File: src/rtl/mod_up_down_counter.sv
// mod_up_down_counter: N-bit up/down counter over 0..limit with wrap/saturate, load and cascade carry
//   clock      rising-edge clock
//   reset_b    asynchronous active-low reset, q=0
//   enable_b   active-low count enable
//   carry_in_b active-low cascade input, tie low when unused
//   up         1 = count up, 0 = count down
//   sat        1 = saturate at bounds, 0 = wrap
//   set_b      active-low synchronous load of min(set, limit)
//   set        load value
//   limit      terminal value, range is 0..limit
//   carry_b    active-low terminal-count / cascade output, combinational
//   q          current count, registered
// Optional macro UDC_WRAP_FLAG_EN adds flag_clr_b (sync active-low clear) and wrapped (sticky wrap flag).
module mod_up_down_counter #(
   parameter int N = 8
) (
   input  logic         clock,
   input  logic         reset_b,
   input  logic         enable_b,
   input  logic         carry_in_b,
   input  logic         up,
   input  logic         sat,
   input  logic         set_b,
   input  logic [N-1:0] set,
   input  logic [N-1:0] limit,
`ifdef UDC_WRAP_FLAG_EN
   input  logic         flag_clr_b,
   output logic         wrapped,
`endif
   output logic         carry_b,
   output logic [N-1:0] q
);
   logic [N-1:0] count_q, count_d, up_nxt, dn_nxt;
   logic         cnt_en, at_top, at_zero, above, term;
   always_comb begin
      cnt_en  = ~enable_b & ~carry_in_b;
      at_top  = count_q == limit;
      at_zero = count_q == '0;
      above   = count_q > limit;
      term    = up ? at_top : at_zero;
      carry_b = ~(cnt_en & term);
      // an out-of-range count (limit lowered on the fly) snaps back into range regardless of sat
      up_nxt  = above ? '0 : at_top ? (sat ? count_q : '0) : count_q + 1'b1;
      dn_nxt  = above ? limit : at_zero ? (sat ? count_q : limit) : count_q - 1'b1;
      count_d = ~set_b ? ((set > limit) ? limit : set) : cnt_en ? (up ? up_nxt : dn_nxt) : count_q;
   end
   always_ff @(posedge clock or negedge reset_b)
      if (!reset_b) count_q <= '0;
      else          count_q <= count_d;
   assign q = count_q;
`ifdef UDC_WRAP_FLAG_EN
   logic wrapped_q, wrapped_d;
   // a load takes priority over counting, so no wrap happens on a load edge
   always_comb wrapped_d = (set_b & cnt_en & term & ~sat) | (wrapped_q & flag_clr_b);
   always_ff @(posedge clock or negedge reset_b)
      if (!reset_b) wrapped_q <= 1'b0;
      else          wrapped_q <= wrapped_d;
   assign wrapped = wrapped_q;
`endif
endmodule

File: config.mk
export PLATFORM = sky130hd
export DESIGN_NAME = mod_up_down_counter
export DESIGN_NICKNAME = d
export VERILOG_FILES = /design/src/rtl/mod_up_down_counter.sv
export SDC_FILE = /design/constraint.sdc
export NUM_CORES = 1
export LEC_CHECK = 0
export ABC_CLOCK_PERIOD_IN_PS = 6350
export BUFFER_PORTS_ARGS = -buffer_cell sky130_fd_sc_hd__buf_2
export CORE_ASPECT_RATIO = 0.6
export CORE_MARGIN = 2
export CORE_UTILIZATION = 45
export DETAILED_ROUTE_END_ITERATION = 8
export PLACE_DENSITY_LB_ADDON = 0.05
export SETUP_SLACK_MARGIN = 0.1
export SLEW_MARGIN = 5
export SYNTH_ARGS = -nofsm -noshare
export SYNTH_HDL_FRONTEND = slang
export SYNTH_SLANG_ARGS = --single-unit
File: constraint.sdc
create_clock -name clock -period 6.35 [get_ports clock]
set_input_delay 1.27 -clock clock [delete_from_list [all_inputs] [get_ports clock]]
set_output_delay 1.27 -clock clock [all_outputs]
set_load 0.05 [all_outputs]
Word-level counts from Yosys, hierarchy flattened --
Index checks and enable logic that the tools add are counted.
Operators by class: bitwise logic cells 5, add/subtract/negate cells 2, equal/unequal tests 4, order comparisons 2, muxes and demuxes 11, reductions and logical operators 2
Operators by type and width (number):
- 2-to-1 mux 8 bit | 10
- > comparator 8 bit | 2
- inequality test 5 x 4 -> 1 bit (second input constant) | 2
- adder 8 x 1 -> 8 bit (second input constant) | 1
- equality test 8 bit | 1
- zero test 8 bit | 1
- subtractor 8 x 1 -> 8 bit (second input constant) | 1
- NOT 1 bit | 3
- AND reduction 3 bit | 1
- AND 1 bit | 2
- inequality test 2 x 1 -> 1 bit (second input constant) | 1
- 2-to-1 mux 1 bit | 1
Storage, ports and cells: register bits 8, input port bits 23, output and inout port bits 9

Longest topological paths before layout --
depth in word-level cells 6, mapped depth 10

Worst setup path before layout --
Ideal clock, no wire load.
path kind input-to-output, from input limit[7], to output carry_b, slack 2.367 ns, path buffers 0, stages on the path 6, data required time 5.080 ns, arrival 2.713 ns, cell sequence inv_1 -> ha_1 -> nand4_1 -> nor2_1 -> a21oi_2 -> or3_1
Between the ends: word-level cells in the longest chain between the ends 4
RTL lines:
- from (decl) | line 25 | input logic [N-1:0] limit,
- equality test 8 bit | line 37 | at_top = count_q == limit;
- 2-to-1 mux 1 bit | line 40 | term = up ? at_top : at_zero;
- AND 1 bit | line 41 | carry_b = ~(cnt_en & term);
- NOT 1 bit | line 41
- to (decl) | line 30 | output logic carry_b,
No other way between the ends.

Final worst setup path --
Same ends and word-level chain as after synthesis.

==> impl_metrics.yaml <==
floorplan:
  die_area_um2: 3615
  die-height_um: 47.38
  core_area_um2: 2928
  io-pin-count: 32
  initial_core_utilization_pct: 48.21
  die_w_um: 76.30
  placement_rows: 15
routing:
  detailedRoute.firstIterationViolations: 96
  route.met2.wl_um: 1767
  num_vias: 1459
  drc_viols: 0
  wirelength_met1_um: 2017
  wirelength_um: 4184
  wl_met3_um: 384
  highest-signal-layer: "met4"
  routed_via_density: 6.105
  routed_wirelength_normalized_by_instance_count_um: 17.51
  drt_first_pass_iters: 4
  route.antenna.remaining_nets: 0
clocking:
  clock_insertion_delay_worst_skew_ns: 0.22
  cts.reportedPaths.clkPinSlew_ns: 0.04
  postCtsHoldBufs: 0
  cts_max_path_buffers: 2
  tritoncts: "built"
  cts.repair_timing.setup_buffer_count: 0
  post_cts.resized_instances: 0
  clock_tree.root_cell: "clkbuf_8"
  clock-sinks: 8
  ctsHtreeMaxLevel: 1
  cts_buffer_count: 3
synthesis:
  synth_top_area_cell: "ha_1"
  syn-cell-area_um2: 1411
  synth.ff_latch_count: 8
  synth_cell_types: 44
  postSynthAreaPerCell_um2: 8.351
  synth.top_cells.by_area: "ha_1 (17%), dfrtp_1 (14%), mux2i_1 (6.4%)"
  yosysTopAreaCellShare_pct: 16.84
  synth.yosys.warnings: 0
  mappedNetlistNets: 211
  synthesis.instances: 169
  portion_of_the_post_synthesis_area_used_by_sequential_elements_pct: 14.18
placed_design:
  post_dp_cell_area_um2: 1592
  gpl.final_weighted_congestion: 0.9713
  post-place-ws_ns: 2.128
  dp_hpwl_um: 3383
  place.port_buffers: 31
job:
  cap_violations: 0
setup_path:
  worst-endpoint-arrival_ns: 2.99
  critical_path.startpoint_type: "input pin"
  timing.critical_path.max_delay_family: "simple AND/OR/NAND/NOR gates"
  cp.required_ns: 5.08
  critical_path.endpoint_type: "output port"
  critPathSlowestCell: "nor2_1"
  setup.worst_path.class: "in2out"
  cells_traversed_along_the_worst_timing_path: "buf_2, inv_1, ha_1, nand4_1, nor2_1, a21oi_2, or3_1, buf_2"
  reg2reg_slack_ns: 3.44
  critPathBufInv: 3
  critPathMaxFanout: 6
  max_stage_delay_ns: 0.36
  crit_path_frequent_cell: "buf_2"
timing:
  finalWorstPathRequiredPeriod_ns: 4.257
  setup_ws_ns: 2.093
  maxSlewHeadroom_pct: 36.14
  report.final.setup_viol: 0
  worst_slew_pin_tran_ns: 0.9338
  setup_total_negative_slack_ns: 0
  hold_viol: 0
  layout_skew_ns: 0.0001077
  clock.fmax_mhz: 234.9
  fin_crit_sh_pct: 67.05
  unrepaired_setup_endpoints_after_global_routing: "false"
  slew_viol_final: 0
final_layout:
  layout-drive-gt1-share_pct: 22.34
  num-nets-final: 241
  flow.area_growth_from_synthesis_pct: 15.69
  layout.core_utilization_pct: 55.77
  n_antenna_cell: 0
  fillCellCount: 298
  finish.instance_area_um2: 1633
  number_of_flip_flops_under_the_largest_register_name: 8
power_and_ir_drop:
  powerDensity_nw_per_um2: 208.2
  p_leak_nw: 0.7747
  power.ir.vdd_worst_mv: 0.1154
  pwr_total_mw: 0.3400
global_routing:
  grt_pass1_vias: 1392
  global_route.usage.total_pct: 25.19
  grt_first_pass_wirelength_um: 6996
  maximum_number_of_pins_on_one_net_before_global_route_repair: 15
  grt_antenna_before_repair: 0
  final_global_route_overflow_total: 0
min_path:
  min-delay-path-class: "reg2reg"
status:
  status: "complete, no violations"
synth_stat cells (all sizes together):
| library cell | number |
|---|---|
| o31ai | 7 |
| nand4 | 4 |
| nand3 | 6 |
| a211oi | 1 |
| o21a | 2 |
| mux2i | 9 |
| o32a | 1 |
| xnor2 | 3 |
| clkbuf | 4 |
| or3 | 2 |
| a21boi | 1 |
| o21ai | 2 |
| dfrtp | 8 |
| o211a | 2 |
| and3 | 2 |
| inv | 13 |
| a21oi | 8 |
| nor2b | 2 |
| xor2 | 7 |
| or3b | 1 |
| nor4 | 2 |
| nor3 | 7 |
| ha | 19 |
| or4 | 2 |
| nor4b | 4 |
| buf | 3 |
| o41ai | 1 |
| a2111oi | 1 |
| nand2b | 6 |
| a221o | 6 |
| nand2 | 13 |
| o31a | 3 |
| nor2 | 6 |
| o41a | 1 |
| o211ai | 7 |
| nand3b | 1 |
| nor3b | 2 |
area by class of cell:
type                    count  area [um^2]  area share [%]
clock buffers               3        41.29           2.529
inverters                  13        48.80           2.988
multi-input cells         141         1127           69.04
flip-flops and latches      8        200.2           12.26
well taps                  42        52.55           3.218
repair buffers             32        162.7           9.962
layout by cell type (no fill, tap or decap), types with 6 or more instances in the layout:
cell	synthesis	layout
nand2_1	13	13
o211ai_1	7	7
o31ai_1	7	7
nand2b_1	6	6
ha_1	19	19
a221o_1	6	6
mux2i_1	9	9
nand3_1	6	6
buf_2	1	31
dfrtp_1	8	8
a21oi_1	7	7
nor3_1	6	6
inv_1	13	13
xor2_1	7	7
nor2_1	6	6
worst reg2reg max path, stage by stage, from the launching register on:
cell       delay (ns)
dfrtp_1          0.51
ha_1             0.37
nand4_1          0.17
nor2_1           0.36
a2111oi_0        0.20
or3_2            0.51
a221o_1          0.36
a221o_1          0.30
through the flow:
stage / cells / hold slack [ns]
5_1_grt: 239 / 0.7995
6_report: 239 / 0.7704
3_3_place_gp: 236 / 0.7316
4_1_cts: 239 / 0.7740
2_1_floorplan: 169 / 0.8562
3_5_place_dp: 236 / 0.7665
final timing paths:
check / startpoint / endpoint / cells after the start
min reg2reg: q[4] / q[4] / 2
max reg2reg: q[5] / q[7] / 7
min: q[4] / q[4] / 2
max: limit[7] / carry_b / 8
max in group asynchronous: reset_b / q[6] / 1
min in group asynchronous: reset_b / q[3] / 1
per-layer routing:
layer	vias up	track usage, %
li1	701	-
met1	684	36.32
met2	72	41.95
met3	2	3.654
met4	0	3.636
met5	-	0
cell families after synthesis:
logic type | after synthesis | share of synthesized area [%]
xor+xnor | 10 | 6.206
mux | 9 | 6.383
fa+ha+maj | 19 | 16.84
compound gates | 43 | 25.89
buf+inv | 20 | 5.939
flops | 8 | 14.18
simple gates | 60 | 24.56
where the power goes:
part | internal [mW] | switching, mW
combinational | 0.0732 | 0.120
sequential | 0.0597 | 0.0290
clock | 0.0409 | 0.0177
No activity file was read; power rests on OpenSTA's default activity.
